<file path="src/rtl/latch_pkg.sv">
// Shared types for the latch bank: global capture mode, one-shot channel states,
// and the capture decision used by every channel.
package latch_pkg;

  typedef enum logic [1:0] {
    TRANSPARENT = 2'd0,
    EDGE        = 2'd1,
    ONESHOT     = 2'd2,
    HOLD        = 2'd3
  } mode_e;

  typedef enum logic [1:0] {
    IDLE   = 2'd0,
    ARMED  = 2'd1,
    LOCKED = 2'd2
  } chan_state_e;

  localparam int          CNT_W   = 8;
  localparam logic [7:0]  CNT_MAX = 8'hFF;

  // LOCKED ignores latch_en, and IDLE never captures, even with a same-cycle arm.
  function automatic logic capture_req(input mode_e       mode,
                                       input logic        en,
                                       input logic        en_q,
                                       input chan_state_e state);
    logic req;
    req = 1'b0;
    unique case (mode)
      TRANSPARENT: req = en;
      EDGE:        req = en & ~en_q;
      ONESHOT:     req = en & (state == ARMED);
      HOLD:        req = 1'b0;
      default:     req = 1'b0;
    endcase
    return req;
  endfunction

endpackage

</file>
<file path="src/rtl/latch_bank_chan.sv">
// One latch channel: capture decision, one-shot FSM and registered outputs.
// Optional saturating capture counter when LATCH_BANK_CAPTURE_CNT_EN is defined.
//
//   state  | meaning
//   IDLE   | not armed; one-shot captures refused
//   ARMED  | next latch_en in ONESHOT captures and locks
//   LOCKED | value held; latch_en ignored until re-armed or cleared
module latch_bank_chan
  import latch_pkg::*;
#(
  parameter int WIDTH = 8
) (
  input  logic             clk,
  input  logic             rst_n,
  input  logic [WIDTH-1:0] i_data,
  input  logic             i_latch_en,
  input  mode_e            i_mode,
  input  logic             i_arm,
  input  logic             i_clear,
  output logic [WIDTH-1:0] o_data,
  output logic             o_captured,
  output logic             o_locked
`ifdef LATCH_BANK_CAPTURE_CNT_EN
  ,
  output logic [CNT_W-1:0] o_capture_cnt
`endif
);

  chan_state_e      r_state;
  chan_state_e      w_state_nxt;
  logic             r_en_q;
  logic [WIDTH-1:0] r_data;
  logic             r_captured;
  logic             w_capture;

  always_comb begin
    w_capture   = 1'b0;
    w_state_nxt = r_state;
    if (i_clear) begin
      w_state_nxt = IDLE;
    end else begin
      w_capture = capture_req(i_mode, i_latch_en, r_en_q, r_state);
      // Outside ONESHOT the state is frozen so a mode change resumes where it left off.
      if (i_mode == ONESHOT) begin
        unique case (r_state)
          IDLE:    if (i_arm)      w_state_nxt = ARMED;
          ARMED:   if (i_latch_en) w_state_nxt = LOCKED;
          LOCKED:  if (i_arm)      w_state_nxt = ARMED;
          default:                 w_state_nxt = IDLE;
        endcase
      end
    end
  end

  always_ff @(posedge clk or negedge rst_n) begin
    if (!rst_n) begin
      r_state <= IDLE;
    end else begin
      r_state <= w_state_nxt;
    end
  end

  always_ff @(posedge clk or negedge rst_n) begin
    if (!rst_n) begin
      r_en_q     <= 1'b0;
      r_data     <= '0;
      r_captured <= 1'b0;
    end else begin
      r_en_q     <= i_latch_en;
      r_captured <= w_capture;
      if (i_clear) begin
        r_data <= '0;
      end else if (w_capture) begin
        r_data <= i_data;
      end
    end
  end

`ifdef LATCH_BANK_CAPTURE_CNT_EN
  logic [CNT_W-1:0] r_capture_cnt;

  always_ff @(posedge clk or negedge rst_n) begin
    if (!rst_n) begin
      r_capture_cnt <= '0;
    end else if (i_clear) begin
      r_capture_cnt <= '0;
    end else if (w_capture && (r_capture_cnt != CNT_MAX)) begin
      r_capture_cnt <= r_capture_cnt + 1'b1;
    end
  end

  assign o_capture_cnt = r_capture_cnt;
`endif

  assign o_data     = r_data;
  assign o_captured = r_captured;
  assign o_locked   = (r_state == LOCKED);

endmodule

</file>
<file path="src/rtl/latch_bank.sv">
// Bank of CHANNELS independent latch channels sharing one global mode.
// Define LATCH_BANK_CAPTURE_CNT_EN to add the per-channel capture_cnt output.
module latch_bank
  import latch_pkg::*;
#(
  parameter int WIDTH    = 8,
  parameter int CHANNELS = 4
) (
  input  logic                      clk,
  input  logic                      rst_n,
  input  logic [CHANNELS*WIDTH-1:0] data_in,
  input  logic [CHANNELS-1:0]       latch_en,
  input  logic [1:0]                mode,
  input  logic [CHANNELS-1:0]       arm,
  input  logic [CHANNELS-1:0]       clear,
  output logic [CHANNELS*WIDTH-1:0] data_out,
  output logic [CHANNELS-1:0]       captured,
  output logic [CHANNELS-1:0]       locked
`ifdef LATCH_BANK_CAPTURE_CNT_EN
  ,
  output logic [CHANNELS*CNT_W-1:0] capture_cnt
`endif
);

  mode_e w_mode;
  assign w_mode = mode_e'(mode);

  for (genvar g = 0; g < CHANNELS; g++) begin : g_chan
    latch_bank_chan #(
      .WIDTH(WIDTH)
    ) u_chan (
      .clk          (clk),
      .rst_n        (rst_n),
      .i_data       (data_in[g*WIDTH +: WIDTH]),
      .i_latch_en   (latch_en[g]),
      .i_mode       (w_mode),
      .i_arm        (arm[g]),
      .i_clear      (clear[g]),
      .o_data       (data_out[g*WIDTH +: WIDTH]),
      .o_captured   (captured[g]),
      .o_locked     (locked[g])
`ifdef LATCH_BANK_CAPTURE_CNT_EN
      ,
      .o_capture_cnt(capture_cnt[g*CNT_W +: CNT_W])
`endif
    );
  end

endmodule

</file>
<file path="config.mk">
export PLATFORM = sky130hd
export DESIGN_NAME = latch_bank
export DESIGN_NICKNAME = d
export VERILOG_FILES = /design/src/rtl/latch_pkg.sv /design/src/rtl/latch_bank_chan.sv /design/src/rtl/latch_bank.sv
export SDC_FILE = /design/constraint.sdc
export NUM_CORES = 1
export LEC_CHECK = 0
export BUFFER_PORTS_ARGS = -buffer_cell sky130_fd_sc_hd__buf_2
export CAP_MARGIN = 40
export CELL_PAD_IN_SITES_DETAIL_PLACEMENT = 0
export CELL_PAD_IN_SITES_GLOBAL_PLACEMENT = 1
export CORE_MARGIN = 2
export CORE_UTILIZATION = 40
export CTS_BUF_LIST = sky130_fd_sc_hd__clkbuf_8 sky130_fd_sc_hd__clkbuf_16
export CTS_CLUSTER_DIAMETER = 30
export CTS_CLUSTER_SIZE = 8
export DETAILED_ROUTE_END_ITERATION = 8
export GPL_TIMING_DRIVEN = 0
export PLACE_DENSITY = 0.92
export SYNTH_ARGS = -nofsm -noshare
export SYNTH_HDL_FRONTEND = slang
export SYNTH_HIERARCHICAL = 1
export SYNTH_SLANG_ARGS = --single-unit
</file>
<file path="constraint.sdc">
create_clock -name clk -period 3.5 [get_ports clk]
set_clock_uncertainty 0.15 [all_clocks]
set_input_delay 0.525 -clock clk [delete_from_list [all_inputs] [get_ports clk]]
set_output_delay 0.525 -clock clk [all_outputs]
set_load 0.1 [all_outputs]
</file>
==> summary by stage <==
Status
The flow ran to the end, and the final reports show no timing, DRC or antenna violations.

Routing
Dividing the detail-routed wire length by the instance count gives about 12 µm. The final route contains 1,840 vias. The detailed-routed wire length on met2 is 2319 µm. The detailed-routed wire length on met3 is 198 µm. Signal routing reaches up to met4.

The number of search-and-repair iterations in the first detailed-routing pass is 4. The post-route antenna net violation count is 0. For this run, design rule violations remaining after detail routing come to 0. The post-detailed-routing wire length is 4759 µm. The number of violations reported at the end of detailed-routing iteration 0 is 27. The mean number of vias per cell is around 4.7. The detailed-route wire length on metal 1 is 2167 µm.

Clocking
The CTS tree is done. After clock tree synthesis, the repair step resized 0 gates. The CTS H-tree depth is 2. The tree is rooted in a sky130_fd_sc_hd__clkbuf_8. The buffer levels on the longest clock path is 2. The clock slew seen by the registers of the worst setup and hold paths is about 0.08 ns. The number of clock sinks is 48.

Buffers added to address setup during post-CTS repair amount to 0. The total of hold buffers inserted after clock tree synthesis is 0. The clock network latency to the later pin of the worst-skew pair is around 0.29 ns. The number of buffers added by the clock tree synthesis step is 5.

Cells and area
The final net count is 371. The final core utilization is 0.5211. The share of cells above drive strength 1 is 0.3006. The storage element area is between 1000 and 1500 µm².

In the layout the commonest cells are sky130_fd_sc_hd__buf_2 (83), sky130_fd_sc_hd__nand2b_1 (64), sky130_fd_sc_hd__dfrtp_1 (48). The number of antenna diodes is 0. Excluding fillers, the count of instances in the completed layout stands at 391. The layout filler cell count is around 560. The most common cell after layout, fill and taps aside is sky130_fd_sc_hd__buf_2. The multi-input combinational cell area is ~1200 µm². Compared with the post-synthesis result, the final layout area differs by 25.30%.

Synth
The distinct cell type count after synthesis is 14. In this run, synthesis produced a sequential element count of 48. During synthesis, Yosys emitted a total of 6 warnings. When the netlist entered floorplanning its net count stood at 280.

The average cell area after synthesis is around 11 µm². The post-synthesis instance area is between 2000 and 2500 µm². The cell count after synthesis is 224. The share of the Yosys chip area taken by registers is 0.4878.

Global routing
The all-layer global routing usage is 0.1508. The number of antenna violations at the first check in global routing was 0. The maximum number of pins on one net before global-route repair is 32. The global-route wire length before repair is between 7000 and 8000 µm.

For this run the aggregate overflow at the end of global routing stands at 0. The number of global-route vias before repair is ~1.7k.

Floorplan
The area of the core is 5921 µm². In this run the vertical extent of the chip is around 80 µm. The die area is about 7000 µm². After floorplanning, the core was divided into 28 placement rows. The effective utilization at floorplan is 0.4159.

The width of the die is approximately 82 µm. The I/O pin count is between 80 and 90.

Power
The worst-case IR drop observed on VDD is between 0.2 and 0.3 mV. The power per cell area is 408.4 nW/µm². The part of the total power dissipated in combinational logic is 0.262. The total design power is 1.260 mW. The switching power of the nets is ~440 µW. The static leakage is roughly 1.5 nW. The internal portion of the total power is roughly 820 µW. Of the total power, the share spent switching nets is 0.3470. The power share of the sequential group is 0.472. The share of power burned in the clock network is 0.267.

Critical path
The critical path starts at g_chan[2].u_chan/r_state[0]. In this run the critical register-to-register path is launched from g_chan[0].u_chan/r_state[1]. Counting cells, the worst reg-to-reg path comes to 3. Data arrives at the worst endpoint at ~1.3 ns.

The worst setup path is of the reg -> out kind. In this run the critical register-to-register path is captured at g_chan[0].u_chan/o_data[3]. The required time of the worst setup path is 2.82 ns.

The type of origin of the critical path is a register. The largest fanout on the critical path is 6. STA classifies the critical path endpoint as a primary output. For flop-to-flop paths, the worst setup slack is between 2 and 2.5 ns.

Timing
The post-route fraction of the period consumed by the critical path is 0.5597. The final worst setup slack is around 1.5 ns. The total count of hold-check failures in the final report is 0. At the pin with the least slew margin, the transition time is 0.4989 ns. Static timing analysis puts the maximum clock frequency at a little over 0.5 GHz. Setup repair after global routing left no endpoint under its margin. The number of max-slew violations in the final report is 0. The final critical path time including I/O delays and setup is 1.959 ns. The remaining max-slew budget at the tightest pin is 0.6697. The setup total negative slack is 0 ns. The number of setup violations in the final report is 0.

Placed design
The congestion estimate from routability-driven global placement came to a little under 0.8. Before CTS, the worst setup slack after placement is 1.427 ns. The number of placed instances with taps included is 383. In this run the tool buffered the top-level ports with between 80 and 90 buffer cells. The sum of net half-perimeters after detailed placement is around 3600 µm.

Job
The number of max-cap violations is 0.

Hold path
The worst hold path class is in -> async.
power by group through the flow:
| stage | sequential, mW | clock [mW] | combinational [mW] |
|---|---|---|---|
| CTS | 0.595 | 0.355 | 0.335 |
| finish | 0.594 | 0.336 | 0.330 |
| detailed placement | 0.605 | 0 | 0.335 |
| floorplan | 0.761 | 0 | 0.0940 |
| global placement | 0.605 | 0 | 0.329 |
| global route | 0.598 | 0.377 | 0.353 |
per-layer routing:
layer  vias up  track usage
li1        926            -
met2        47       0.2435
met4         0      0.05333
met5         -            0
met1       860       0.1989
met3         7      0.03370
layout make-up:
| class | instances | share of cell area |
|---|---|---|
| Timing Repair Buffer | 84 | 0.1411 |
| Clock buffer | 6 | 0.02676 |
| Buffer | 8 | 0.009732 |
| Inverter | 8 | 0.009732 |
| Multi-Input combinational cell | 160 | 0.3893 |
| Tap cell | 75 | 0.03041 |
| Clock inverter | 2 | 0.003650 |
| Sequential cell | 48 | 0.3893 |
state kept, by name (all words and copies together), names as in the netlist:
name and flops:
g_chan.u_chan/o_captured 4, g_chan.u_chan/o_data 32, g_chan.u_chan/r_en_q 4, g_chan.u_chan/r_state 8
Yosys cell counts, drive strengths merged:
library cell	n	area, µm²
nand2	8	30.03
mux2i	32	320.3
nand2b	64	400.4
o21ba	4	40.04
inv	8	30.03
dfrtp	48	1201
o21ai	12	60.06
ha	8	100.1
nor2b	8	50.05
nand3b	8	60.06
clkbuf	8	30.03
nand4b	4	35.03
a21oi	12	105.1
worst max-delay path, cell delays in order, from the launching register on:
cell                      delay [ns]
sky130_fd_sc_hd__dfrtp_1        0.43
sky130_fd_sc_hd__nor2b_1        0.12
sky130_fd_sc_hd__buf_2          0.43
cells by family (layout without fill, tap and decap cells):
logic type                 after synthesis  in the layout  synth area share
and+or+nand+nor                         92             92            0.2337
muxes                                   32             32            0.1301
adders and majority gates                8              8           0.04065
buffers and inverters                   16            108           0.02439
AOI/OAI and AO/OA                       28             28           0.08333
DFF                                     48             48            0.4878
worst max-delay path by stage:
stage	slack, ns	cells after the start	to
global route	1.44	2	locked[2]
finish	1.54	2	locked[2]
floorplan	1.08	1	locked[0]
CTS	1.51	2	locked[2]
detailed placement	1.43	6	g_chan[2].u_chan/o_data[5]
global placement	1.44	6	g_chan[3].u_chan/o_data[6]
metrics by stage:
stage,cell area (µm²),hold slack (ns)
after detailed placement,2992,0.3438
after floorplan,2462,0.07941
after global routing,3085,0.02457
after global placement,2972,0.3736
final,3085,0.009080
after CTS,3085,0.01006
Note: power is estimated with default switching activity, not from simulation.
